`src/rtl/st7735_pkg.sv`:
```
// Shared colour constants, pattern and FSM encodings for the ST7735 pixel source.
package st7735_pkg;

  localparam logic [15:0] RGB_WHITE   = 16'hFFFF;
  localparam logic [15:0] RGB_YELLOW  = 16'hFFE0;
  localparam logic [15:0] RGB_CYAN    = 16'h07FF;
  localparam logic [15:0] RGB_GREEN   = 16'h07E0;
  localparam logic [15:0] RGB_MAGENTA = 16'hF81F;
  localparam logic [15:0] RGB_RED     = 16'hF800;
  localparam logic [15:0] RGB_BLUE    = 16'h001F;
  localparam logic [15:0] RGB_BLACK   = 16'h0000;

  typedef enum logic [1:0] {
    PAT_BARS  = 2'd0,
    PAT_GRAD  = 2'd1,
    PAT_CHECK = 2'd2,
    PAT_SOLID = 2'd3
  } pattern_t;

  typedef enum logic [1:0] {
    ST_IDLE      = 2'd0,
    ST_ISSUE     = 2'd1,
    ST_WAIT_ACK  = 2'd2,
    ST_WAIT_DONE = 2'd3
  } state_t;

  function automatic logic [15:0] bar_color(input logic [2:0] idx);
    case (idx)
      3'd0:    return RGB_WHITE;
      3'd1:    return RGB_YELLOW;
      3'd2:    return RGB_CYAN;
      3'd3:    return RGB_GREEN;
      3'd4:    return RGB_MAGENTA;
      3'd5:    return RGB_RED;
      3'd6:    return RGB_BLUE;
      default: return RGB_BLACK;
    endcase
  endfunction

endpackage

```
`src/rtl/st7735_pattern_rom.sv`:
```
// Combinational map from (pattern, x, line bits) to an RGB565 word; the parent registers it.
module st7735_pattern_rom
  import st7735_pkg::*;
#(
  parameter int          H_PIXELS    = 128,
  parameter logic [15:0] SOLID_COLOR = 16'hF800
) (
  input  pattern_t    pattern,
  input  logic [7:0]  x,
  input  logic [4:0]  y_hi,
  output logic [15:0] color
);

  logic [10:0] x_scaled;
  logic [2:0]  bar_idx;

  always_comb begin
    x_scaled = {x, 3'b000};
    bar_idx  = 3'(x_scaled / 11'(H_PIXELS));
    color    = RGB_BLACK;
    case (pattern)
      PAT_BARS:  color = bar_color(bar_idx);
      // y_hi carries line bits [7:3], so y_hi[0] is line bit 3
      PAT_GRAD:  color = {y_hi, x[6:1], 5'h10};
      PAT_CHECK: color = (x[3] ^ y_hi[0]) ? RGB_WHITE : RGB_BLACK;
      PAT_SOLID: color = SOLID_COLOR;
      default:   color = RGB_BLACK;
    endcase
  end

endmodule

```
`src/rtl/st7735_pattern_gen.sv`:
```
// Raster-order test-pattern source feeding the ST7735 serial driver via WRITE_EN/IS_BUSY.
module st7735_pattern_gen
  import st7735_pkg::*;
#(
  parameter int          H_PIXELS    = 128,
  parameter int          V_PIXELS    = 160,
  parameter logic [15:0] SOLID_COLOR = 16'hF800,
  parameter int          FRAME_HOLD  = 60,
  parameter int          ACK_TIMEOUT = 1023
) (
  input  logic        SYSTEM_CLK,
  input  logic        RESET_N,
  input  logic        LCD_READY,
  input  logic        IS_BUSY,
  input  logic [1:0]  MODE,
  input  logic        AUTO,
  output logic [15:0] PIXEL_DATA,
  output logic        WRITE_EN,
  output logic [7:0]  PIXEL_X,
  output logic [7:0]  PIXEL_Y,
  output logic        FRAME_DONE,
  output logic [1:0]  ACTIVE_PATTERN,
  output logic        TIMEOUT_ERR
);

  localparam logic [7:0] X_LAST = 8'(H_PIXELS - 1);
  localparam logic [7:0] Y_LAST = 8'(V_PIXELS - 1);
  localparam int TW = $clog2(ACK_TIMEOUT + 1);
  localparam logic [TW-1:0] ACK_LAST = TW'(ACK_TIMEOUT - 1);
  localparam int FW = (FRAME_HOLD > 1) ? $clog2(FRAME_HOLD) : 1;
  localparam logic [FW-1:0] HOLD_LAST = FW'(FRAME_HOLD - 1);

  state_t        state, state_nxt;
  logic [7:0]    x_q, y_q, x_adv, y_adv, rom_x, rom_y;
  logic [15:0]   pixel_q, rom_color;
  pattern_t      active_q, auto_q, auto_adv, pat_new, rom_pat;
  logic [TW-1:0] ack_cnt;
  logic [FW-1:0] frame_cnt;
  logic          write_en, load_first, advance, frame_end, ack_expired;
  logic          frame_done_q, timeout_q, hold_wrap, last_pixel;

  always_ff @(posedge SYSTEM_CLK) begin
    if (!RESET_N) state <= ST_IDLE;
    else          state <= state_nxt;
  end

  // LCD_READY low overrides every state so a dropped panel aborts the frame immediately
  always_comb begin
    state_nxt   = state;
    write_en    = (state == ST_ISSUE);
    load_first  = 1'b0;
    advance     = 1'b0;
    frame_end   = 1'b0;
    ack_expired = 1'b0;
    last_pixel  = (x_q == X_LAST) && (y_q == Y_LAST);
    if (!LCD_READY) begin
      state_nxt = ST_IDLE;
    end else begin
      case (state)
        ST_IDLE: if (!IS_BUSY) begin
          state_nxt  = ST_ISSUE;
          load_first = 1'b1;
        end
        ST_ISSUE: state_nxt = IS_BUSY ? ST_WAIT_DONE : ST_WAIT_ACK;
        ST_WAIT_ACK: begin
          if (IS_BUSY) begin
            state_nxt = ST_WAIT_DONE;
          end else if (ack_cnt >= ACK_LAST) begin
            state_nxt   = ST_ISSUE;
            ack_expired = 1'b1;
          end
        end
        ST_WAIT_DONE: if (!IS_BUSY) begin
          state_nxt = ST_ISSUE;
          advance   = 1'b1;
          frame_end = last_pixel;
        end
        default: state_nxt = ST_IDLE;
      endcase
    end
  end

  always_comb begin
    hold_wrap = (frame_cnt == HOLD_LAST);
    auto_adv  = hold_wrap ? pattern_t'(auto_q + 2'd1) : auto_q;
    if (AUTO) pat_new = load_first ? auto_q : auto_adv;
    else      pat_new = pattern_t'(MODE);
    x_adv   = (x_q == X_LAST) ? 8'd0 : x_q + 8'd1;
    y_adv   = (x_q == X_LAST) ? ((y_q == Y_LAST) ? 8'd0 : y_q + 8'd1) : y_q;
    rom_pat = (load_first || frame_end) ? pat_new : active_q;
    rom_x   = load_first ? 8'd0 : x_adv;
    rom_y   = load_first ? 8'd0 : y_adv;
  end

  st7735_pattern_rom #(
    .H_PIXELS    (H_PIXELS),
    .SOLID_COLOR (SOLID_COLOR)
  ) u_rom (
    .pattern (rom_pat),
    .x       (rom_x),
    .y_hi    (rom_y[7:3]),
    .color   (rom_color)
  );

  // ack_cnt holds the number of cycles elapsed since the WRITE_EN cycle
  always_ff @(posedge SYSTEM_CLK) begin
    if (!RESET_N) begin
      x_q          <= '0;
      y_q          <= '0;
      pixel_q      <= '0;
      frame_done_q <= 1'b0;
      active_q     <= PAT_BARS;
      auto_q       <= PAT_BARS;
      timeout_q    <= 1'b0;
      frame_cnt    <= '0;
      ack_cnt      <= '0;
    end else begin
      frame_done_q <= frame_end;
      if (ack_expired) timeout_q <= 1'b1;
      if (state == ST_ISSUE)         ack_cnt <= TW'(1);
      else if (state == ST_WAIT_ACK) ack_cnt <= ack_cnt + 1'b1;
      else                           ack_cnt <= '0;
      if (frame_end) begin
        frame_cnt <= hold_wrap ? '0 : frame_cnt + 1'b1;
        auto_q    <= auto_adv;
      end
      if (!LCD_READY) begin
        x_q <= '0;
        y_q <= '0;
      end else if (load_first || advance) begin
        x_q     <= rom_x;
        y_q     <= rom_y;
        pixel_q <= rom_color;
        if (load_first || frame_end) active_q <= pat_new;
      end
    end
  end

  assign WRITE_EN       = write_en;
  assign PIXEL_DATA     = pixel_q;
  assign PIXEL_X        = x_q;
  assign PIXEL_Y        = y_q;
  assign FRAME_DONE     = frame_done_q;
  assign ACTIVE_PATTERN = active_q;
  assign TIMEOUT_ERR    = timeout_q;

endmodule

```
`config.mk`:
```
export PLATFORM = sky130hd
export DESIGN_NAME = st7735_pattern_gen
export DESIGN_NICKNAME = d
export VERILOG_FILES = /design/src/rtl/st7735_pkg.sv /design/src/rtl/st7735_pattern_rom.sv /design/src/rtl/st7735_pattern_gen.sv
export SDC_FILE = /design/constraint.sdc
export NUM_CORES = 1
export LEC_CHECK = 0
export ABC_AREA = 0
export ABC_CLOCK_PERIOD_IN_PS = 3250
export CAP_MARGIN = 20
export CORE_MARGIN = 3
export CORE_UTILIZATION = 40
export DETAILED_ROUTE_END_ITERATION = 10
export HOLD_SLACK_MARGIN = 0.06
export PLACE_DENSITY = 0.71
export REMOVE_ABC_BUFFERS = 1
export SLEW_MARGIN = 30
export SYNTH_ARGS = -nofsm -noshare
export SYNTH_HDL_FRONTEND = slang
export SYNTH_SLANG_ARGS = --single-unit
```
`constraint.sdc`:
```
create_clock -name SYSTEM_CLK -period 3.25 [get_ports SYSTEM_CLK]
set_input_delay 0.65 -clock SYSTEM_CLK [delete_from_list [all_inputs] [get_ports SYSTEM_CLK]]
set_output_delay 0.65 -clock SYSTEM_CLK [all_outputs]
set_load 0.005 [all_outputs]
```
==> results by group <==
Outcome
  – Outcome: complete, no violations

GRT
  – Largest net degree at the start of global routing: 24
  – First-pass GRT wire length: 10.7 mm
  – Gr ovfl total: 0
  – Vias in the first global route: 2270
  – Initial antenna violation count: 0
  – Total Routing Usage GR: 17.1%

Die
  – Die Area: 7780 sq um
  – Die Height: 88.2 um
  – Total core area: 6460 sq um
  – Rows: 29
  – Die X: 88.2 um
  – Ports: 44
  – Starting Density: 41.9%

Clocking
  – Clk sinks: 53
  – H-tree depth: 2
  – Clk pin slew, worst setup/hold paths: 0.10 ns
  – CTS tree: built
  – Resized Gates After CTS: 0
  – CTS Hold Buffers Added: 0
  – CTS root buf: clkbuf_8
  – Insertion delay to the later sink of the worst-skew pair: 0.31 ns
  – Post-CTS setup buffer count: 0
  – CTS max path bufs: 2
  – Inserted Clock Buffers: 5

Yosys
  – Complex-gate fraction of the synthesized area: 17.0%
  – Post-synth EDFFs: 0
  – Simple-gate portion of the synthesized area: 26.7%
  – Main combinational cell family by area after synthesis: simple AND/OR/NAND/NOR gates
  – Unique cell type count in the Yosys netlist: 52
  – Post-synthesis adder-cell area fraction: 4.63%
  – Register area share after synthesis: 39.2%
  – Synthesis-stage register bit count: 53
  – Top_reg_cell synth: dfxtp_1
  – Synth Warn #: 0
  – Asr flop ratio synth: 0%
  – Synthesized area: 2700 sq um
  – Synth Area in XOR/XNOR: 8.70%
  – Largest cells by area after synthesis: dfxtp_1, nor2_1, xor2_1
  – Synth top area share: 39.2%
  – Leading area contributor after synthesis: dfxtp_1
  – Syn Area/Cell: 8.50 sq um
  – Cell count after synthesis: 318
  – Post-synthesis mux area share: 0.972%

STA
  – Post-route setup TNS: 0 ns
  – Final Max Slew Viols: 0
  – Endpoints failing hold: 0
  – Setup Viol. Count Final: 0
  – Slew at the pin closest to its max-slew limit: 0.678 ns
  – Period utilisation layout: 84.9%
  – Highest Clock Rate: 0.363 GHz
  – Slew HR: 54.6%
  – Period minus WS final: 2.76 ns
  – RSZ-0062 raised after global routing: false
  – Hold_ws: 0.487 ns
  – Clk_skew: 0.00639 ns

Final layout
  – Most frequent cells in the layout: dfxtp_1, nor2_1, clkdlybuf4s50_1
  – Seq. cell area: 1060 sq um
  – Area added between synthesis and finish: 25.3%
  – Layout Utilization: 52.5%
  – Multi-input gate area: 1570 sq um
  – Diodes inserted: 0
  – Commonest non-fill, non-tap cell in the layout: dfxtp_1
  – Layout fillers: 604
  – Share of post-route cells with drive strength above 1: 9.51%
  – Nets@finish: 384

Setup path
  – Worst Setup Path Type: input port to flop
  – Worst-path fanout max: 6
  – Count of cells along the worst register-to-register path: 9
  – CP Capture Type: flop
  – CP Data Arrival Time: 3.02 ns
  – Startpoint Class: input port
  – Slowest Stage Delay on Critical Path: 0.55 ns
  – CP Data Required Time: 3.51 ns
  – Slowest-stage cell, CP: clkdlybuf4s50_1
  – Critical Path, Cell by Cell: clkdlybuf4s50_1 > and3b_1 > nor4b_1 > mux2_2 > a32o_1 > a21oi_2 > o21a_4 > o221a_1

Placement
  – RD Place Congestion: 0.850
  – IO buf count: 43
  – DP HPWL: 4.60 mm

Route
  – Vias: 2376
  – Routed WL per cell: 13.9 um
  – Routed WL: 6.18 mm
  – DR iter-0 viols: 155
  – Post-route antenna net violation count: 0
  – Vias per Instance: 5.34
  – DRC: 0
  – Drt pass-1 iters: 4

Power and ir drop
  – Worst vdd ir: 198 uV
  – Leak: 0.00121 uW
  – Pwr Density: 393 nW/um^2
  – Power, Total: 1330 uW

Hold path
  – Class of the worst hold path: flop to flop
  – Hold-critical path depth: 2

Flow run
  – Max cap viols: 0
power by group:
group	switching (uW)	leakage, uW	total [uW]	internal, uW
Sequential	9.25	0.000430	674	665
Clock	220	0.0000681	526	306
Combinational	65.5	0.000715	132	66.5
Total	294	0.00121	1330	1040
final timing paths:
check                             start  slack (ns)                         end
setup / recovery                IS_BUSY        0.49  PIXEL_DATA[8]$_SDFFE_PN0P_
hold / removal    ack_cnt[8]$_SDFF_PP0_        0.49       ack_cnt[8]$_SDFF_PP0_
setup reg to reg  state[0]$_SDFFE_PN0P_        0.66  PIXEL_DATA[8]$_SDFFE_PN0P_
hold reg to reg   ack_cnt[8]$_SDFF_PP0_        0.49       ack_cnt[8]$_SDFF_PP0_
worst max-delay path, delay by kind of cell:
| family | cells | cell delay (ns) |
|---|---|---|
| AOI/OAI and AO/OA | 4 | 0.87 |
| and+or+nand+nor | 2 | 0.55 |
| buffers and inverters | 1 | 0.55 |
| muxes | 1 | 0.40 |
sequential cells by signal, indices dropped and copies added, names as in the netlist:
| register | flops |
|---|---|
| ack_cnt | 10 |
| PIXEL_DATA | 13 |
| PIXEL_Y | 8 |
| state | 2 |
| TIMEOUT_ERR | 1 |
| FRAME_DONE | 1 |
| PIXEL_X | 8 |
| auto_q | 2 |
| frame_cnt | 6 |
| ACTIVE_PATTERN | 2 |
logic make-up (layout without fill, tap and decap cells):
family	count (synthesis)	in the layout
flip-flops	53	53
AO/OA/AOI/OAI	68	68
buffers and inverters	16	66
XOR/XNOR	26	26
multiplexers	2	2
AND/OR/NAND/NOR	143	143
adder cells (fa/ha/maj)	10	10
through the flow:
stage / area (sq um) / cells / setup slack [ns]
final: 3390 / 445 / 0.491
after global routing: 3390 / 445 / 0.311
after CTS: 3390 / 445 / 0.503
after detailed placement: 3250 / 437 / 0.181
after global placement: 3250 / 437 / 0.191
after floorplan: 2650 / 306 / 0.598
routing by layer:
metal	wire length, um	vias up	track usage [%]
li1	-	1216	-
met1	3090	1098	24.8
met2	2710	57	25.4
met3	317	5	3.26
met4	62	0	5.63
met5	0	-	0
synthesized netlist by cell type, drive strengths merged (2+ instances only):
cell / instances
clkbuf: 7
nor3: 3
o221a: 6
nor2: 44
or4: 2
nand2b: 3
or2: 2
and3: 5
and3b: 2
o21ai: 14
mux2: 2
xnor2: 9
nand3b: 4
a31oi: 6
buf: 5
nand3: 17
a21oi: 28
and4: 2
ha: 10
inv: 4
xor2: 17
dfxtp: 53
a21boi: 3
and2: 5
a32oi: 2
nor4: 3
nand2: 37
o21a: 2
nand4: 6
or3: 3
o31ai: 2
area by class of cell:
type | instances | share of cell area, %
Multi-Input combinational cell | 249 | 46.3
Sequential cell | 53 | 31.3
Timing Repair Buffer | 54 | 15.1
Tap cell | 77 | 2.84
Clock buffer | 5 | 2.03
Clock inverter | 3 | 1.92
Inverter | 4 | 0.443
(Power assumes the default switching activity.)
